===== src/rtl/mul_div_unit.sv =====
// ============================================================================
// mul_div_unit : iterative radix-2 MULT/MULTU/DIV/DIVU with HI/LO result regs
// Rev 1.0
// ============================================================================
`default_nettype none

module mul_div_unit #(
  parameter int WIDTH = 32
) (
  input  logic             clk,
  input  logic             rst,
  input  logic             start_i,
  input  logic [1:0]       op_i,
  input  logic [WIDTH-1:0] a_i,
  input  logic [WIDTH-1:0] b_i,
  input  logic             hi_we_i,
  input  logic             lo_we_i,
  output logic             busy_o,
  output logic             done_o,
  output logic [WIDTH-1:0] hi_o,
  output logic [WIDTH-1:0] lo_o
);

  localparam int CW = $clog2(WIDTH);

  typedef enum logic [1:0] {
    S_IDLE = 2'd0,
    S_CALC = 2'd1,
    S_FIN  = 2'd2
  } state_e;

  state_e             state_q, state_d;
  logic [CW-1:0]      cnt_q, cnt_d;
  logic [2*WIDTH-1:0] acc_q, acc_d;
  logic [WIDTH-1:0]   opnd_q, opnd_d;
  logic [WIDTH-1:0]   araw_q, araw_d;
  logic [WIDTH-1:0]   hi_q, hi_d;
  logic [WIDTH-1:0]   lo_q, lo_d;
  logic               div_q, div_d;
  logic               neg_q, neg_d;
  logic               rneg_q, rneg_d;
  logic               dz_q, dz_d;

  logic               w_sgn;
  logic [WIDTH-1:0]   w_a_abs, w_b_abs;
  logic [WIDTH:0]     w_sum;
  logic [2*WIDTH-1:0] w_mul_step;
  logic [WIDTH:0]     w_rem_sh, w_diff;
  logic [2*WIDTH-1:0] w_div_step;
  logic [2*WIDTH-1:0] w_step;
  logic [2*WIDTH-1:0] w_prod;
  logic [WIDTH-1:0]   w_quo, w_rem;

  assign w_sgn   = ~op_i[0];
  assign w_a_abs = (w_sgn && a_i[WIDTH-1]) ? -a_i : a_i;
  assign w_b_abs = (w_sgn && b_i[WIDTH-1]) ? -b_i : b_i;

  // Multiply: acc = {partial product, remaining multiplier bits}, shifted right.
  assign w_sum      = {1'b0, acc_q[2*WIDTH-1:WIDTH]} + (acc_q[0] ? {1'b0, opnd_q} : {(WIDTH+1){1'b0}});
  assign w_mul_step = {w_sum, acc_q[WIDTH-1:1]};

  // Divide: acc = {partial remainder, dividend/quotient bits}, shifted left.
  assign w_rem_sh   = acc_q[2*WIDTH-1:WIDTH-1];
  assign w_diff     = w_rem_sh - {1'b0, opnd_q};
  assign w_div_step = w_diff[WIDTH] ? {w_rem_sh[WIDTH-1:0], acc_q[WIDTH-2:0], 1'b0}
                                    : {w_diff[WIDTH-1:0],   acc_q[WIDTH-2:0], 1'b1};

  assign w_step = div_q ? w_div_step : w_mul_step;
  assign w_prod = neg_q  ? -w_step : w_step;
  assign w_quo  = neg_q  ? -w_step[WIDTH-1:0] : w_step[WIDTH-1:0];
  assign w_rem  = rneg_q ? -w_step[2*WIDTH-1:WIDTH] : w_step[2*WIDTH-1:WIDTH];

  always_ff @(posedge clk or posedge rst) begin
    if (rst) begin
      state_q <= S_IDLE;
      cnt_q   <= '0;
      acc_q   <= '0;
      opnd_q  <= '0;
      araw_q  <= '0;
      hi_q    <= '0;
      lo_q    <= '0;
      div_q   <= 1'b0;
      neg_q   <= 1'b0;
      rneg_q  <= 1'b0;
      dz_q    <= 1'b0;
    end else begin
      state_q <= state_d;
      cnt_q   <= cnt_d;
      acc_q   <= acc_d;
      opnd_q  <= opnd_d;
      araw_q  <= araw_d;
      hi_q    <= hi_d;
      lo_q    <= lo_d;
      div_q   <= div_d;
      neg_q   <= neg_d;
      rneg_q  <= rneg_d;
      dz_q    <= dz_d;
    end
  end

  always_comb begin
    state_d = state_q;
    cnt_d   = cnt_q;
    acc_d   = acc_q;
    opnd_d  = opnd_q;
    araw_d  = araw_q;
    hi_d    = hi_q;
    lo_d    = lo_q;
    div_d   = div_q;
    neg_d   = neg_q;
    rneg_d  = rneg_q;
    dz_d    = dz_q;
    case (state_q)
      S_IDLE: begin
        if (start_i) begin
          state_d = S_CALC;
          cnt_d   = '0;
          div_d   = op_i[1];
          neg_d   = w_sgn & (a_i[WIDTH-1] ^ b_i[WIDTH-1]);
          rneg_d  = w_sgn & op_i[1] & a_i[WIDTH-1];
          dz_d    = op_i[1] & (b_i == '0);
          araw_d  = a_i;
          opnd_d  = op_i[1] ? w_b_abs : w_a_abs;
          acc_d   = {{WIDTH{1'b0}}, (op_i[1] ? w_a_abs : w_b_abs)};
        end else begin
          if (hi_we_i) hi_d = a_i;
          if (lo_we_i) lo_d = a_i;
        end
      end
      S_CALC: begin
        acc_d = w_step;
        cnt_d = cnt_q + CW'(1);
        // Results land on the edge into FIN so done_o and HI/LO are seen together.
        if (cnt_q == CW'(WIDTH-1)) begin
          state_d = S_FIN;
          if (dz_q) begin
            hi_d = araw_q;
            lo_d = '1;
          end else if (div_q) begin
            hi_d = w_rem;
            lo_d = w_quo;
          end else begin
            hi_d = w_prod[2*WIDTH-1:WIDTH];
            lo_d = w_prod[WIDTH-1:0];
          end
        end
      end
      S_FIN:   state_d = S_IDLE;
      default: state_d = S_IDLE;
    endcase
  end

  assign busy_o = (state_q != S_IDLE);
  assign done_o = (state_q == S_FIN);
  assign hi_o   = hi_q;
  assign lo_o   = lo_q;

endmodule

`default_nettype wire

===== config.mk =====
export PLATFORM = sky130hd
export DESIGN_NAME = mul_div_unit
export DESIGN_NICKNAME = d
export VERILOG_FILES = /design/src/rtl/mul_div_unit.sv
export SDC_FILE = /design/constraint.sdc
export NUM_CORES = 1
export LEC_CHECK = 0
export ABC_AREA = 1
export CAP_MARGIN = 20
export CORE_AREA = 2 2 270 166
export CTS_CLUSTER_DIAMETER = 40
export DETAILED_ROUTE_END_ITERATION = 16
export DIE_AREA = 0 0 272 168
export GPL_TIMING_DRIVEN = 0
export PLACE_DENSITY = 0.6
export SLEW_MARGIN = 20
export SYNTH_ARGS = -nofsm -noshare
export SYNTH_HDL_FRONTEND = slang
export SYNTH_SLANG_ARGS = --single-unit

===== constraint.sdc =====
create_clock -name clk -period 13.55 [get_ports clk]
set_clock_uncertainty 0.2 [all_clocks]
set_input_delay 1.355 -clock clk [delete_from_list [all_inputs] [get_ports clk]]
set_output_delay 1.355 -clock clk [all_outputs]
set_load 0.005 [all_outputs]

==> metrics.txt <==
vias in the first global route=approximately 21,000; routability cong.=between 1 and 1.5; NumNets Final=3,449; Gate Count Post-Synth=3,137; final WL=about 100 mm; xor/xnor share of the synthesized area=0.0383; Slew @ Worst Pin=~1200 ps; die width=roughly 270 um; worst r2r src=acc_q[31]$_DFFE_PP0P_; Crit. Startpoint=acc_q[31]$_DFFE_PP0P_; critical path class=flop to flop; Fin Hold WS=roughly 290 ps; mux cell area share after synthesis=0; largest stage delay on the critical path=430 ps; total track usage=0.437; RSZ-0062 raised after global routing=no; main flop type after synthesis=dfrtp_1; CTS tree=done; routed vias=between 20,000 and 25,000; multi-input logic area=~12,000 um2; TritonRoute pass-1 iters=6; Area Growth Syn to Fin=16.5%; Slew HR=0.213; initial antenna violation count=3; largest family of logic cells by synthesized area=simple AND/OR/NAND/NOR gates; dpl hpwl=about 86 mm; Rows=60; Cell Area, Synth=around 19,000 um2; total number of yosys warnings=0; total grt overflow=0; Synth async-reset ratio=1.00; Synth Area in Compound Gates=0.148; Hold WC Path Type=flop to flop; Critical-path top delay cell=fa_1; CTS H-tree lvls=1; sequential share of the synthesized area=0.264; post-CTS setup buffer count=0; die area=between 40,000 and 50,000 um2; syn_nets=3,280; Starting Density=0.441; setup TNS=0 ps; largest net degree at the start of global routing=around 100; Max clock buf depth=3; crit path DAT=6460 ps; Ports=~140; Hold-fix buffers, CTS=0; hold path depth=2; post-route ant nets=0; layout cells sized above 1=0.0637; fin crit share=0.457; clock sink total=around 200; Fillers=between 4,000 and 5,000; via density per instance=~6; post-DR wirelength/cell=approximately 26 um; number of flops mapped to enable cells by yosys=0; Critical Path RT=approximately 14,000 ps; clk root buf=clkbuf_16; CP Launch Type=flop; final setup vio count=0; first-pass GRT wire length=145 mm; Syn Area/Cell=roughly 6.1 um2; Yosys reg bits=203; cells on worst reg2reg path=33; Buffers on Ports=between 100 and 150; Clk Latency, worst-skew pair=600 ps; number of buffers created by CTS=30; Placeable Area=43,600 um2; Final Max Tran Viols=0; Post-Synth Adder-Cell Area=0.0476; status=finished, final reports clean; most common cell after layout, fill and taps aside=nand2_1; post-route minimum period=6200 ps; Clock transition at path regs=about 60 ps; final-report hold violation count=0; Synth cell types=55; register area=5080 um2; Die Y=approximately 170 um; Hold Startpoint=araw_q[22]$_DFFE_PP0P_; FMAX=~160 MHz; Setup crit end kind=flop; DRT iter0 DRCs=3,938; DRC=0; commonest cells after routing, fill and taps aside=nand2_1 (870), inv_1 (431), nor2_1 (413), nand3_1 (204), dfrtp_1 (203); post-cts sizing count=0; Max Cap Viol=0; Synth Area in Simple Gates=0.387; Crit Path Max Fanout=10
-- per-layer routing --
| layer | routed length, um | part of all wire | vias up | global-route usage |
|---|---|---|---|---|
| li1 | - | - | 10416 | - |
| met1 | 45700 | 0.45 | 11243 | 0.668 |
| met2 | 35300 | 0.35 | 1796 | 0.527 |
| met3 | 19000 | 0.19 | 156 | 0.227 |
| met4 | 2230 | 0.022 | 4 | 0.0784 |
| met5 | 49 | 0.00048 | - | 0 |
-- final cells by class --
cell class	count	share of cell area
well taps	589	0.0329
inverters	452	0.0761
clock inverters	22	0.0111
multi-input cells	2371	0.533
plain buffers	111	0.0230
clock buffers	34	0.0346
diodes	3	0.000335
flip-flops and latches	203	0.227
repair buffers	137	0.0620
-- worst max-delay path: cells and delay by family (launching register included) --
family	cells	cell delay [ps]
AOI/OAI and AO/OA	3	610
buffers and inverters	3	460
DFF	1	400
and+or+nand+nor	24	3550
adders and majority gates	3	800
-- registers in the layout, summed over array words and instances, names as in the netlist --
register and flops:
araw_q 32, neg_q 1, rneg_q 1, hi_o 32, acc_q 64, div_q 1, state_q 2, lo_o 32
dz_q 1, cnt_q 5, opnd_q 32
-- path summary, 6_finish.rpt --
check | slack [ps] | endpoint
hold reg to reg | 290 | araw_q[22]$_DFFE_PP0P_
max in group asynchronous | 10980 | opnd_q[5]$_DFFE_PP0P_
min in group asynchronous | 1130 | hi_o[24]$_DFFE_PP0P_
hold / removal | 290 | araw_q[22]$_DFFE_PP0P_
setup reg to reg | 7350 | hi_o[16]$_DFFE_PP0P_
setup / recovery | 7350 | hi_o[16]$_DFFE_PP0P_
-- synth_stat cells (7+ instances only) --
cell	count	area [um2]
a22oi_1	9	67.6
nand2_2	41	257
nor2_1	413	1550
nor2_2	26	163
o211ai_1	24	180
nor3_1	56	280
ha_1	70	876
buf_6	8	90.1
buf_1	7	26.3
a21oi_1	127	636
a31oi_1	7	43.8
o2111ai_1	10	87.6
dfrtp_1	203	5080
nand3_1	204	1020
o21ai_1	23	115
buf_2	9	45.0
clkbuf_1	82	308
o22ai_1	41	257
a21oi_2	8	70.1
o221ai_1	14	123
o21bai_1	10	75.1
inv_1	432	1620
nand2_1	870	3270
or2_2	12	75.1
inv_2	16	60.1
nand4_1	32	200
a211oi_1	10	75.1
xnor2_1	14	123
xor2_1	70	613
o21ai_0	186	931
nand3b_1	34	255
nand3_2	11	110
-- cell families (layout without fill, tap and decap cells) --
kind of cell | after synthesis | in the layout
AO/OA/AOI/OAI | 490 | 490
flip-flops | 203 | 203
adder cells (fa/ha/maj) | 72 | 72
other | 0 | 3
buffers and inverters | 563 | 756
XOR/XNOR | 84 | 84
AND/OR/NAND/NOR | 1725 | 1725
-- metrics by stage --
step | setup WS, ps | cells | util | cell area [um2]
final | 7350 | 3922 | 0.513 | 22400
after global routing | 7190 | 3919 | 0.513 | 22400
after CTS | 7660 | 3919 | 0.513 | 22400
after detailed placement | 7750 | 3863 | 0.490 | 21400
after global placement | 3720 | 3862 | 0.489 | 21300
after floorplan | 6460 | 3137 | - | 19200
Power is left out: the tool's default activity adds up to more than one toggle a clock period on the data nets, which glitch-free logic cannot reach.
